`config.mk`:
```
export PLATFORM = sky130hd
export DESIGN_NAME = memory_cycle
export DESIGN_NICKNAME = d
export VERILOG_FILES = /design/src/rtl/memory_cycle_pkg.sv /design/src/rtl/memory_cycle_load_extend.sv /design/src/rtl/memory_cycle.sv
export SDC_FILE = /design/constraint.sdc
export NUM_CORES = 1
export LEC_CHECK = 0
export CORE_AREA = 3 3 124 126
export CTS_BUF_LIST = sky130_fd_sc_hd__clkbuf_8
export CTS_CLUSTER_SIZE = 28
export DETAILED_ROUTE_END_ITERATION = 6
export DIE_AREA = 0 0 127 129
export PLACE_DENSITY = 0.88
export SYNTH_ARGS = -nofsm -noshare
export SYNTH_HDL_FRONTEND = slang
export SYNTH_SLANG_ARGS = --single-unit
```
`constraint.sdc`:
```
create_clock -name clock -period 6.1 [get_ports clock]
set_clock_uncertainty 0.15 [all_clocks]
set_input_delay 0.915 -clock clock [delete_from_list [all_inputs] [get_ports clock]]
set_output_delay 0.915 -clock clock [all_outputs]
set_load 0.01 [all_outputs]
```
`src/rtl/memory_cycle_pkg.sv`:
```
// Shared encodings for the memory stage: result-source select, RV32I load/store
// size codes and the access FSM states.
package memory_cycle_pkg;

    localparam logic [1:0] RES_ALU = 2'b00;
    localparam logic [1:0] RES_MEM = 2'b01;
    localparam logic [1:0] RES_PC4 = 2'b10;

    localparam logic [2:0] F3_LB  = 3'b000;
    localparam logic [2:0] F3_LH  = 3'b001;
    localparam logic [2:0] F3_LW  = 3'b010;
    localparam logic [2:0] F3_LBU = 3'b100;
    localparam logic [2:0] F3_LHU = 3'b101;
    localparam logic [2:0] F3_SB  = 3'b000;
    localparam logic [2:0] F3_SH  = 3'b001;
    localparam logic [2:0] F3_SW  = 3'b010;

    typedef enum logic {
        ST_IDLE = 1'b0,
        ST_WAIT = 1'b1
    } state_e;

endpackage

```
`src/rtl/memory_cycle_load_extend.sv`:
```
// Selects the addressed byte/halfword of a read word and sign/zero-extends it.
module load_extend
    import memory_cycle_pkg::*;
(
    input  logic [1:0]  addr,
    input  logic [2:0]  funct3,
    input  logic [31:0] rdata,
    output logic [31:0] data
);

    logic [31:0] shifted;
    logic [7:0]  byte_v;
    logic [15:0] half_v;

    always_comb begin
        shifted = rdata >> {addr, 3'b000};
        byte_v  = shifted[7:0];
        half_v  = addr[1] ? rdata[31:16] : rdata[15:0];
        // Illegal size codes fall through to the full word.
        case (funct3)
            F3_LB:   data = {{24{byte_v[7]}}, byte_v};
            F3_LBU:  data = {24'h0, byte_v};
            F3_LH:   data = {{16{half_v[15]}}, half_v};
            F3_LHU:  data = {16'h0, half_v};
            default: data = rdata;
        endcase
    end

endmodule

```
`src/rtl/memory_cycle.sv`:
```
// Memory pipeline stage: issues the data-memory access, stalls while the bus is
// busy, aborts on timeout and feeds the M/W pipeline register.
module memory_cycle
    import memory_cycle_pkg::*;
#(
    parameter int TIMEOUT = 255
) (
    input  logic        clock,
    input  logic        reset,
    input  logic        RegWriteM,
    input  logic        MemWriteM,
    input  logic [1:0]  ResultSrcM,
    input  logic [2:0]  Funct3M,
    input  logic [4:0]  RD_M,
    input  logic [31:0] PCPlus4M,
    input  logic [31:0] WriteDataM,
    input  logic [31:0] ALU_ResultM,
    output logic        dmem_req,
    output logic        dmem_we,
    output logic [31:0] dmem_addr,
    output logic [3:0]  dmem_be,
    output logic [31:0] dmem_wdata,
    input  logic        dmem_ready,
    input  logic [31:0] dmem_rdata,
    output logic        StallM,
    output logic        MisalignM,
    output logic        BusErrM,
    output logic        RegWriteW,
    output logic [1:0]  ResultSrcW,
    output logic [4:0]  RD_W,
    output logic [31:0] PCPlus4W,
    output logic [31:0] ALU_ResultW,
    output logic [31:0] ReadDataW
);

    localparam int CW = $clog2(TIMEOUT + 1);

    state_e        state_q, state_d;
    logic [CW-1:0] cnt_q, cnt_d;
    logic          misalign_q, misalign_d;
    logic          buserr_q, buserr_d;
    logic          regwrite_q, regwrite_d;
    logic [1:0]    resultsrc_q, resultsrc_d;
    logic [4:0]    rd_q, rd_d;
    logic [31:0]   pc4_q, pc4_d;
    logic [31:0]   alu_q, alu_d;
    logic [31:0]   rdata_q, rdata_d;

    logic        is_store, access, is_byte, is_half, aligned;
    logic        req, stall, complete;
    logic [31:0] ext_data;

    load_extend u_load_extend (
        .addr   (ALU_ResultM[1:0]),
        .funct3 (Funct3M),
        .rdata  (dmem_rdata),
        .data   (ext_data)
    );

    // Unsigned size codes exist only for loads; a store with one is illegal and
    // therefore handled as a word.
    always_comb begin
        is_store = MemWriteM;
        access   = MemWriteM || (ResultSrcM == RES_MEM);
        is_byte  = (Funct3M == F3_LB) || (!is_store && Funct3M == F3_LBU);
        is_half  = (Funct3M == F3_LH) || (!is_store && Funct3M == F3_LHU);
        if (is_byte)      aligned = 1'b1;
        else if (is_half) aligned = !ALU_ResultM[0];
        else              aligned = (ALU_ResultM[1:0] == 2'b00);
    end

    always_comb begin
        dmem_addr = {ALU_ResultM[31:2], 2'b00};
        if (!is_store) begin
            dmem_be    = 4'b1111;
            dmem_wdata = WriteDataM;
        end else if (is_byte) begin
            dmem_be    = 4'b0001 << ALU_ResultM[1:0];
            dmem_wdata = {4{WriteDataM[7:0]}};
        end else if (is_half) begin
            dmem_be    = 4'b0011 << {ALU_ResultM[1], 1'b0};
            dmem_wdata = {2{WriteDataM[15:0]}};
        end else begin
            dmem_be    = 4'b1111;
            dmem_wdata = WriteDataM;
        end
    end

    always_comb begin
        state_d    = state_q;
        cnt_d      = cnt_q;
        req        = 1'b0;
        stall      = 1'b0;
        complete   = 1'b0;
        misalign_d = 1'b0;
        buserr_d   = 1'b0;
        case (state_q)
            ST_IDLE: begin
                if (!access) begin
                    complete = 1'b1;
                end else if (!aligned) begin
                    misalign_d = 1'b1;
                end else begin
                    req = 1'b1;
                    if (dmem_ready) begin
                        complete = 1'b1;
                    end else begin
                        stall   = 1'b1;
                        state_d = ST_WAIT;
                        cnt_d   = '0;
                    end
                end
            end
            ST_WAIT: begin
                req = 1'b1;
                // Ready beats the timeout when both land in the same cycle.
                if (dmem_ready) begin
                    complete = 1'b1;
                    state_d  = ST_IDLE;
                end else if (cnt_q == CW'(TIMEOUT)) begin
                    buserr_d = 1'b1;
                    state_d  = ST_IDLE;
                    cnt_d    = '0;
                end else begin
                    stall = 1'b1;
                    cnt_d = cnt_q + CW'(1);
                end
            end
            default: state_d = ST_IDLE;
        endcase
    end

    // Anything that is not a completion (stall, misalign, abort) is a zero bubble.
    always_comb begin
        regwrite_d  = 1'b0;
        resultsrc_d = 2'b00;
        rd_d        = 5'd0;
        pc4_d       = 32'h0;
        alu_d       = 32'h0;
        rdata_d     = 32'h0;
        if (complete) begin
            regwrite_d  = RegWriteM;
            resultsrc_d = ResultSrcM;
            rd_d        = RD_M;
            pc4_d       = PCPlus4M;
            alu_d       = ALU_ResultM;
            rdata_d     = ext_data;
        end
    end

    always_ff @(posedge clock or posedge reset) begin
        if (reset) begin
            state_q     <= ST_IDLE;
            cnt_q       <= '0;
            misalign_q  <= 1'b0;
            buserr_q    <= 1'b0;
            regwrite_q  <= 1'b0;
            resultsrc_q <= 2'b00;
            rd_q        <= 5'd0;
            pc4_q       <= 32'h0;
            alu_q       <= 32'h0;
            rdata_q     <= 32'h0;
        end else begin
            state_q     <= state_d;
            cnt_q       <= cnt_d;
            misalign_q  <= misalign_d;
            buserr_q    <= buserr_d;
            regwrite_q  <= regwrite_d;
            resultsrc_q <= resultsrc_d;
            rd_q        <= rd_d;
            pc4_q       <= pc4_d;
            alu_q       <= alu_d;
            rdata_q     <= rdata_d;
        end
    end

    assign dmem_req    = req && !reset;
    assign dmem_we     = dmem_req && MemWriteM;
    assign StallM      = stall;
    assign MisalignM   = misalign_q;
    assign BusErrM     = buserr_q;
    assign RegWriteW   = regwrite_q;
    assign ResultSrcW  = resultsrc_q;
    assign RD_W        = rd_q;
    assign PCPlus4W    = pc4_q;
    assign ALU_ResultW = alu_q;
    assign ReadDataW   = rdata_q;

endmodule

```
==> results.json <==
{
  "p_per_area_nw_per_um2": 259,
  "cap_violations": 0,
  "timing.final.ws_setup_ps": 1650,
  "slowest_delay_ps": 570,
  "yosysWarningCount": 0,
  "cts_tree": "built",
  "ys_types": 49,
  "endpoint_kind": "primary output",
  "criticalPathCategory": "input port to primary output",
  "htreeDepth": 4,
  "core_area_um2": 14400,
  "max_slew.worst_pin.slew_ps": 842,
  "timing.fmax_ghz": 0.225,
  "fp-row-count": 44,
  "avgSynthCellArea_um2": 11.0,
  "grt_usage": 0.209,
  "synth_ff_type": "dfrtp_1",
  "rsz0062_at_grt": "false",
  "cts_root_buf": "clkbuf_8",
  "die_width_um": 127,
  "p_total_mw": 2.25,
  "drt_iter0_drc": 199,
  "p_leak_nw": 3.79,
  "cts.clk_slew.worst_paths_ps": 60,
  "critPathArrivalTime_ps": 3390,
  "required_ps": 5030,
  "setup_tns_ps": 0,
  "drc_errors": 0,
  "nets": 891,
  "finalSetupViolations": 0,
  "dieArea_um2": 16400,
  "synthArstFlopShare": 1.00,
  "synth_edf_count": 0,
  "instances_no_fill": 942,
  "wirelength_mm": 17.1,
  "place_ws_ps": 1610,
  "synth_area_leaders": "dfrtp_1 55%, and2_1 8.7%, buf_4 5.8%, mux2_2 5.4%, inv_1 2.6%",
  "ctsResizeCount": 0,
  "synth_top_area_cell": "dfrtp_1",
  "grt_overflow": 0,
  "vias_per_cell": 4.80,
  "syn_area_um2": 5190,
  "whs_ps": 391,
  "cp_slowest_cell": "clkdlybuf4s50_1",
  "drt-pass1-iter-count": 4,
  "dp_hpwl_mm": 13.1,
  "grt_max_degree": 77,
  "timing.final.crit_share": 0.730,
  "slew_viol_final": 0,
  "cts_hold_buf": 0,
  "final_util": 0.602,
  "start_kind": "input port",
  "grt_pass1_vias": 4879,
  "clock_latency_ps": 430,
  "dp_cells": 912,
  "clock_path_buffers": 2,
  "relSlewSlack": 0.438,
  "cp_max_fo": 9,
  "ys_top_cells_by_count": "115 x dfrtp_1, 72 x and2_1, 40 x buf_4",
  "dpl_cell_area_um2": 8230,
  "drive_gt1_frac": 0.100,
  "antenna-diode-count": 0,
  "fin_crit_ps": 4450,
  "hold_class": "register to register",
  "grt_antenna_before_repair": 0,
  "grt_first_pass_wirelength_mm": 26.3,
  "start_util": 0.360,
  "numCtsBuffers": 17,
  "wl_per_cell_um": 18.2,
  "synth_cells": 472,
  "ys_ff_latch": 115,
  "cts.sinks": 115,
  "finalHoldViolCount": 0,
  "syn2layout_area_growth_pct": 67.4,
  "post-synth-top-count-cell": "dfrtp_1",
  "synth_top_area_share": 0.554,
  "vdd_drop_max_v": 0.000134,
  "drtAntennaViolNets": 0,
  "vias": 4526,
  "crit_chain": "clkdlybuf4s50_1, and2_1, a2111o_1, a211oi_4, and2_1, clkdlybuf4s50_1",
  "io_buffers": 317,
  "io-pin-count": 320,
  "outcome": "finished clean",
  "die_h_um": 129,
  "synth.yosys.seq_area_share": 0.554,
  "postLayoutCellArea_um2": 8690,
  "cts_setup_buffers": 0,
  "place_congestion": 0.822
}
==> area by class of cell <==
cell class / count / area (um^2)
Inverter: 36 / 138
Tap cell: 184 / 230
Clock inverter: 10 / 180
Fill cell: 1186 / 5740
Clock buffer: 20 / 275
Multi-Input combinational cell: 253 / 1760
Sequential cell: 115 / 2880
Timing Repair Buffer: 324 / 3230
==> worst max-delay path: cells and delay by family <==
kind,cells,cell delay [ps]
AND/OR/NAND/NOR,2,480
buffers and inverters,2,1110
AO/OA/AOI/OAI,2,880
==> final timing paths <==
| check | startpoint | to | slack, ps | cells after the start |
|---|---|---|---|---|
| worst max-delay path | ALU_ResultM[0] | StallM | 1650 | 6 |
| worst min-delay path | cnt_q[4] | cnt_q[4] | 390 | 1 |
| worst max register to register | state_q | RD_W[4] | 3900 | 3 |
| worst min register to register | cnt_q[4] | cnt_q[4] | 390 | 1 |
| max in group asynchronous | reset | cnt_q[4] | 3680 | 3 |
| min in group asynchronous | reset | ALU_ResultW[1] | 800 | 2 |
==> kinds of logic after synthesis <==
group	synth area share
multiplexers	0.0562
buffers and inverters	0.108
adder cells (fa/ha/maj)	0.00241
AND/OR/NAND/NOR	0.160
other	0.000722
flip-flops	0.554
AO/OA/AOI/OAI	0.118
==> sequential cells by signal, indices dropped and copies added (netlist names) <==
name         flops
RegWriteW        1
ReadDataW       32
state_q          1
ResultSrcW       2
RD_W             5
PCPlus4W        32
ALU_ResultW     32
BusErrM          1
cnt_q            8
MisalignM        1
==> where the power goes <==
part | switching (mW) | internal [mW]
combinational | 0.233 | 0.313
sequential | 0.0352 | 0.844
clock | 0.308 | 0.513
total | 0.576 | 1.67
==> cells in the final DEF, fill, tap and decap left out, types with 5 or more instances in the layout <==
master	n
a21oi_1	20
a221oi_1	8
and2_1	72
buf_4	7
bufinv_16	5
clkbuf_8	20
clkdlybuf4s50_1	317
dfrtp_1	115
inv_1	36
mux2_2	25
nand2_1	16
nand3_1	7
nand3b_1	8
nor2_1	17
nor3_1	11
o211a_1	6
o21ai_0	7
o21bai_1	6
o221a_2	7
==> routing by layer <==
layer  GRT usage  share of wire  vias to the layer above  routed length, um
li1            -              -                     2091                  -
met1       0.233           0.38                     2151               6460
met2       0.373           0.52                      252               8860
met3      0.0589          0.081                       32               1380
met4      0.0902          0.023                        0                395
met5           0              0                        -                  0
Note: power is estimated with default switching activity, not from simulation.
